<file path="src/rtl/spi_sram_pkg.sv">
// -----------------------------------------------------------------------------
// spi_sram_pkg
// Shared definitions for the SPI SRAM subsystem: the arbiter state encoding,
// one-hot grant encodings, SRAM command bytes and the word address width.
// pick_winner() is the 2-way arbitration decision used by spi_sram_arbiter.
// -----------------------------------------------------------------------------
package spi_sram_pkg;

   localparam int         ADR_W     = 14;
   localparam logic [7:0] CMD_READ  = 8'h03;
   localparam logic [7:0] CMD_WRITE = 8'h02;

   typedef enum logic [1:0] {
      IDLE = 2'd0,
      BUSY = 2'd1,
      GAP  = 2'd2
   } arb_state_e;

   // One-hot owner: bit0 = ibus (s0), bit1 = dbus (s1).
   localparam logic [1:0] GNT_NONE = 2'b00;
   localparam logic [1:0] GNT_S0   = 2'b01;
   localparam logic [1:0] GNT_S1   = 2'b10;

   // On a tie, round-robin hands the bus to whoever was not granted last;
   // fixed priority always favours the dbus.
   function automatic logic [1:0] pick_winner(input logic       req0,
                                              input logic       req1,
                                              input logic       rr,
                                              input logic [1:0] last);
      logic [1:0] win;
      win = GNT_NONE;
      if (req0 && req1)
         win = (rr && (last == GNT_S1)) ? GNT_S0 : GNT_S1;
      else if (req1)
         win = GNT_S1;
      else if (req0)
         win = GNT_S0;
      return win;
   endfunction

endpackage

</file>
<file path="src/rtl/spi_sram_arbiter.sv">
// -----------------------------------------------------------------------------
// spi_sram_arbiter
// Two-master arbiter in front of a single SPI SRAM controller. The controller
// is instantiated next to this block at the level above, sharing rst_n.
//
// Parameters
//   RR        1 = round-robin on ties, 0 = fixed priority to s1 (dbus)
// Ports
//   clk, rst_n                         clock, async active-low reset
//   s0_cyc/s0_adr                      ibus read request (held until s0_ack)
//   s0_dat_o/s0_ack                    ibus read data / acknowledge
//   s1_cyc/s1_adr/s1_we/s1_dat_i/s1_sel dbus request (held until s1_ack)
//   s1_dat_o/s1_ack                    dbus read data / acknowledge
//   m_cyc/m_adr/m_we/m_dat_i/m_sel     request to the SPI SRAM controller
//   m_dat_o/m_ack                      controller read data / 1-cycle ack
//   grant                              one-hot current owner, 0 when idle
// -----------------------------------------------------------------------------
module spi_sram_arbiter
   import spi_sram_pkg::*;
#(
   parameter int RR = 1
) (
   input  logic             clk,
   input  logic             rst_n,
   input  logic             s0_cyc,
   input  logic [ADR_W-1:0] s0_adr,
   output logic [31:0]      s0_dat_o,
   output logic             s0_ack,
   input  logic             s1_cyc,
   input  logic [ADR_W-1:0] s1_adr,
   input  logic             s1_we,
   input  logic [31:0]      s1_dat_i,
   input  logic [3:0]       s1_sel,
   output logic [31:0]      s1_dat_o,
   output logic             s1_ack,
   output logic             m_cyc,
   output logic [ADR_W-1:0] m_adr,
   output logic             m_we,
   output logic [31:0]      m_dat_i,
   output logic [3:0]       m_sel,
   input  logic [31:0]      m_dat_o,
   input  logic             m_ack,
   output logic [1:0]       grant
);

   arb_state_e state_q, state_d;
   logic [1:0] grant_q, grant_d;
   logic [1:0] last_q,  last_d;
   logic [1:0] winner;

   assign winner = pick_winner(s0_cyc, s1_cyc, RR != 0, last_q);

   // last_q resets to s1 so the first round-robin tie goes to s0.
   always_ff @(posedge clk or negedge rst_n) begin
      if (!rst_n) begin
         state_q <= IDLE;
         grant_q <= GNT_NONE;
         last_q  <= GNT_S1;
      end else begin
         state_q <= state_d;
         grant_q <= grant_d;
         last_q  <= last_d;
      end
   end

   always_comb begin
      state_d  = state_q;
      grant_d  = grant_q;
      last_d   = last_q;
      m_cyc    = 1'b0;
      m_adr    = '0;
      m_we     = 1'b0;
      m_dat_i  = '0;
      m_sel    = 4'h0;
      s0_ack   = 1'b0;
      s1_ack   = 1'b0;

      unique case (state_q)
         // GAP holds m_cyc low for one cycle so the controller never sees
         // a stale request straight after its own ack.
         IDLE, GAP: begin
            if (winner != GNT_NONE) begin
               state_d = BUSY;
               grant_d = winner;
               last_d  = winner;
            end else begin
               state_d = IDLE;
            end
         end
         BUSY: begin
            // Non-preemptive: the owner keeps the bus until m_ack, even if
            // it drops cyc; that late ack is swallowed by the cyc gating.
            m_cyc = (grant_q != GNT_NONE);
            if (m_ack) begin
               state_d = GAP;
               grant_d = GNT_NONE;
            end
         end
         default: begin
            state_d = IDLE;
            grant_d = GNT_NONE;
         end
      endcase

      // Request mux is steered by the registered grant only.
      unique case (grant_q)
         GNT_S0: begin
            m_adr = s0_adr;
            m_sel = 4'hF;
         end
         GNT_S1: begin
            m_adr   = s1_adr;
            m_we    = s1_we;
            m_dat_i = s1_dat_i;
            m_sel   = s1_sel;
         end
         default: ;
      endcase

      s0_ack = m_cyc && m_ack && grant_q[0] && s0_cyc;
      s1_ack = m_cyc && m_ack && grant_q[1] && s1_cyc;
   end

   assign s0_dat_o = m_dat_o;
   assign s1_dat_o = m_dat_o;
   assign grant    = grant_q;

endmodule

</file>
<file path="config.mk">
export PLATFORM = sky130hd
export DESIGN_NAME = spi_sram_arbiter
export DESIGN_NICKNAME = d
export VERILOG_FILES = /design/src/rtl/spi_sram_pkg.sv /design/src/rtl/spi_sram_arbiter.sv
export SDC_FILE = /design/constraint.sdc
export NUM_CORES = 1
export LEC_CHECK = 0
export BUFFER_PORTS_ARGS = -buffer_cell sky130_fd_sc_hd__buf_2
export CAP_MARGIN = 10
export CORE_AREA = 2 2 86 88
export DETAILED_ROUTE_END_ITERATION = 16
export DIE_AREA = 0 0 88 90
export PLACE_DENSITY = 0.55
export SKIP_LAST_GASP = 1
export SYNTH_ARGS = -nofsm -noshare
export SYNTH_HDL_FRONTEND = slang
export SYNTH_SLANG_ARGS = --single-unit
</file>
<file path="constraint.sdc">
create_clock -name clk -period 2.7 [get_ports clk]
set_input_delay 0.135 -clock clk [delete_from_list [all_inputs] [get_ports clk]]
set_output_delay 0.135 -clock clk [all_outputs]
set_load 0.02 [all_outputs]
</file>
# [Word level (Yosys, flattened, before mapping)]
# Cells that the tools add are included.
[totals] reg_bits=6 input_bits=102 output_inout_bits=120 word_cells=37
[op_classes] n_eq_ne=7 n_mux=15 n_reduce_logical=12
[op_table] op="$mux W32" n=1
[op_table] op="$pmux W14 S2" n=1
[op_table] op="$mux W2" n=6
[op_table] op="$pmux W2 S2" n=2
[op_table] op="$pmux W4 S2" n=1
[op_table] op="$eq A2 B2 Y1 const B" n=3
[op_table] op="$logic_and A1 B1 Y1" n=6
[op_table] op="$eq A2 B1 Y1 const B" n=2
[op_table] op="$mux W1" n=4
[op_table] op="$ne A2 B2 Y1 const B" n=2
[op_table] op="$reduce_and A2 Y1" n=2
[op_table] op="$reduce_bool A2 Y1" n=2
[op_table] op="$logic_not A2 Y1" n=1
[op_table] op="$reduce_or A2 Y1" n=1

# [Logic depth before layout (Yosys ltp)]
[logic_depth] ltp_word=6 ltp_mapped=6 mapped_depth_nobuf=4

# [Worst setup path after synthesis]
# No wires, ideal clock.
[synth_timing] path_kind="register to output" from="reg grant_q[0] (netlist: grant[0])" to="out m_adr[10]" t_arrival_ns=1.498 required_time_ns=2.565 path_slack_ns=1.067 stages_incl_launch_ff=5 n_path_buf=1 cell_sequence="dfrtp_1 inv_1 ha_1 clkbuf_1 nor2b_1"
[synth_via] elab_chain_cells=2 word_cells_on_any_way=3 cone_classes="eq/ne (2); mux (1)"
[synth_rtl] item="start: declaration" line="spi_sram_arbiter.sv:47" text="logic [1:0] grant_q, grant_d;"
[synth_rtl] item="start signal: assignment" line="spi_sram_arbiter.sv:61" text="grant_q <= grant_d;"
[synth_rtl] item="$eq A2 B2 Y1 or $eq A2 B1 Y1 (tied branches)" line="spi_sram_arbiter.sv:106" text="unique case (grant_q)"
[synth_rtl] item="$pmux W14 S2 (*)" line="spi_sram_arbiter.sv:106"
[synth_rtl] item="end: declaration" line="spi_sram_arbiter.sv:37" text="output logic [ADR_W-1:0] m_adr,"
# Mark *: on every way between the ends. The rest lies on a longest branch, timed or not.

# [Worst setup path after layout]
[layout_timing] from="reg grant_q[0] (netlist: grant[0])" to="out m_adr[7]"
# The elaborated chain is that of the path after synthesis.

==> summary.md <==
| Metric | Value |
|---|---|
| Sequential area share after synthesis | 0.118 |
| RSZ-0062 raised after global routing | false |
| CP Launch Type | register |
| Largest net degree at the start of global routing | 31 |
| Core ar. | around 0.0070 sq mm |
| Root buffer cell | clkbuf_8 |
| R2r setup slk | 1620 ps |
| CP arrival | 1920 ps |
| CP delay by family, top | buffers and inverters |
| Met3 usage | 0.0193 |
| Routability congestion estimate | about 0.74 |
| Global route overflow | 0 |
| Number of cell rows | 31 |
| Die Height | around 90 um |
| Worst clock skew | between 6 and 7 ps |
| Vias/cell | between 3 and 4 |
| Fin Hold WS | ~150 ps |
| Register bit total from synthesis | 6 |
| Post-synth top area cell | buf_4 |
| RR Endpoint | grant[1] |
| DRT Wirelength | 3530 um |
| P&R area growth vs syn | 23.7% |
| Hold Path Sink | state_q[0] |
| Max Cap Viol | 0 |
| Clk_lat worst skew | 230 ps |
| Crit path time final | between 2000 and 2500 ps |
| Placed wire-length estimate | ~2900 um |
| Die footprint | ~0.0079 sq mm |
| IO Port Bufs | 125 |
| Clock transition at the registers of the reported paths | about 40 ps |
| Cts bufs inserted | 3 |
| Longest Clk Path Bufs | 2 |
| Top-area cell type share of the netlist area | 0.375 |
| Crit path max fanout | 14 |
| Syn Area/Cell | between 7 and 8 sq um |
| Leakage power | around 0.92 nW |
| Syn Nets | around 280 |
| Vias in the first global route | 1144 |
| Min-Delay Path Depth | 2 |
| Pwr dens | approximately 1000 mW/mm^2 |
| Crit-path max cell delay | 500 ps |
| Via count | roughly 1200 |
| Worst path buffer plus inverter count | 3 |
| Initial core utilization | 0.182 |
| Die Width | 88 um |
| Area contributors post-synth | buf_4 (38%), and2_1 (16%), dfrtp_1 (9.8%) |
| Initial antenna violation count | 0 |
| Setup_tns | 0 ps |
| Mapped Area | between 0.001 and 0.0015 sq mm |
| M2 GR Usage | 0.137 |
| Yosys warns | 0 |
| First-pass GRT wire length | 5160 um |
| Pins Over Slew Limit | 0 |
| DRC | 0 |
| Final setup viols | 0 |
| Tot GR Track Use | 0.0797 |
| I/O pin count | 222 |
| Worst Hold Class | input port to register |
| Final period utilization | 0.761 |
| Achievable frequency | around 490 MHz |
| Normalized max-slew margin | 0.527 |
| GRT busiest layer | met2 |
| Unique masters post-synth | 21 |
| TritonCTS Sinks | 6 |
| Met1 Track Usage GR | 0.0912 |
| CP Capture Type | output port |
| Status | completed |
| VDD IR-drop max | between 0.4 and 0.5 mV |
| Worst setup path class | register to output port |
| N_diodes | 0 |
| Final hold vios | 0 |
| Crit Reg-Reg Startpoint | last_q[1] |
| H-tree Lvls | 1 |
| Reg2reg path depth | 3 |
| Cells after synthesis | about 170 |
| WP data required | roughly 2600 ps |
| Setup Fix Bufs, Post-CTS | 0 |
| Critical Path Slowest Stage Cell | ha_1 |
| Critical path, cell by cell | inv_1, ha_1, buf_4, a22oi_1, nor2b_1, buf_2 |
| Pre-Repair DR Iteration Count | 4 |
| Critical hold path startpoint | m_ack |
| Routed Antenna Nets | 0 |
| Final nets | approximately 340 |
| Share of cells above drive strength 1 | 0.565 |
| DRT iter0 DRCs | 15 |
| Worst-Margin Slew | ~710 ps |
| CTS tree | yes |
| Routed len/inst | roughly 11 um |
flip-flops by register name (all words and copies together) (netlist names):
name     cells
grant        2
last_q       2
state_q      2
cell type report:
class	count	area [sq um]
multi-input cells	91	603
fillers	798	5440
well taps	99	124
repair buffers	128	651
inverters	3	11.3
flip-flops and latches	6	151
clock buffers	4	45.0
layout by cell type, fill, tap and decap left out, types with 3 or more instances in the layout:
cell type  count
ha_1           3
a21oi_1        5
and2_1        33
inv_1          3
clkbuf_8       3
o22ai_1        4
buf_2        125
a22oi_1       14
dfrtp_1        5
nor2b_1       20
cells by family after synthesis:
family / count (synthesis) / share of synthesized area
buffers and inverters: 75 / 0.411
and+or+nand+nor: 61 / 0.297
AOI/OAI and AO/OA: 27 / 0.145
DFF: 6 / 0.118
adders and majority gates: 3 / 0.0293
per-stage QoR:
stage               utilization  power [mW]  cells  setup WS, ps  cell area, sq um
global placement          0.218        1.50    326           889              1530
CTS                       0.226        1.67    331           599              1590
detailed placement        0.218        1.51    326           849              1530
global route              0.226        1.79    331           452              1590
finish                    0.226        1.64    331           644              1590
floorplan                     -        1.22    172          1070              1280
report_power, final:
group	total, mW	internal [mW]	leakage [nW]	switching [mW]
registers	0.177	0.137	0.0724	0.0396
logic	1.32	0.522	0.823	0.796
clock network	0.145	0.102	0.0228	0.0427
total	1.64	0.761	0.918	0.879
worst max path at each step:
stage | from | end | slack (ps) | depth (start not counted)
2_1_floorplan | grant[0] | m_adr[10] | 1070 | 4
3_3_place_gp | grant[0] | m_adr[13] | 890 | 6
3_5_place_dp | grant[0] | m_dat_i[3] | 850 | 5
4_1_cts | grant[0] | m_dat_i[3] | 600 | 5
5_1_grt | grant[0] | m_adr[7] | 450 | 6
6_report | grant[0] | m_adr[7] | 640 | 6
synthesized netlist by cell type:
master,count
clkbuf_1,4
nand2b_1,2
and3b_1,1
and3_1,2
buf_2,4
ha_1,3
o22a_1,1
a22oi_1,14
a21o_1,1
a21oi_1,5
a22o_1,1
o22ai_1,4
and2_1,33
dfrtp_1,5
nor2b_1,20
buf_4,64
and2b_1,1
o21ai_0,1
dfstp_2,1
nor2_1,2
inv_1,3
repair_timing:
action,CTS,global route
hold endpoints to repair,6,0
resized for setup,0,0
hold buffers,1,0
routing by layer:
| metal | up-vias | wire length [um] |
|---|---|---|
| li1 | 612 | - |
| met1 | 545 | 1390 |
| met2 | 67 | 1740 |
| met3 | 18 | 326 |
| met4 | 0 | 60 |
| met5 | - | 0 |
Power figures use the tool's default switching activity.
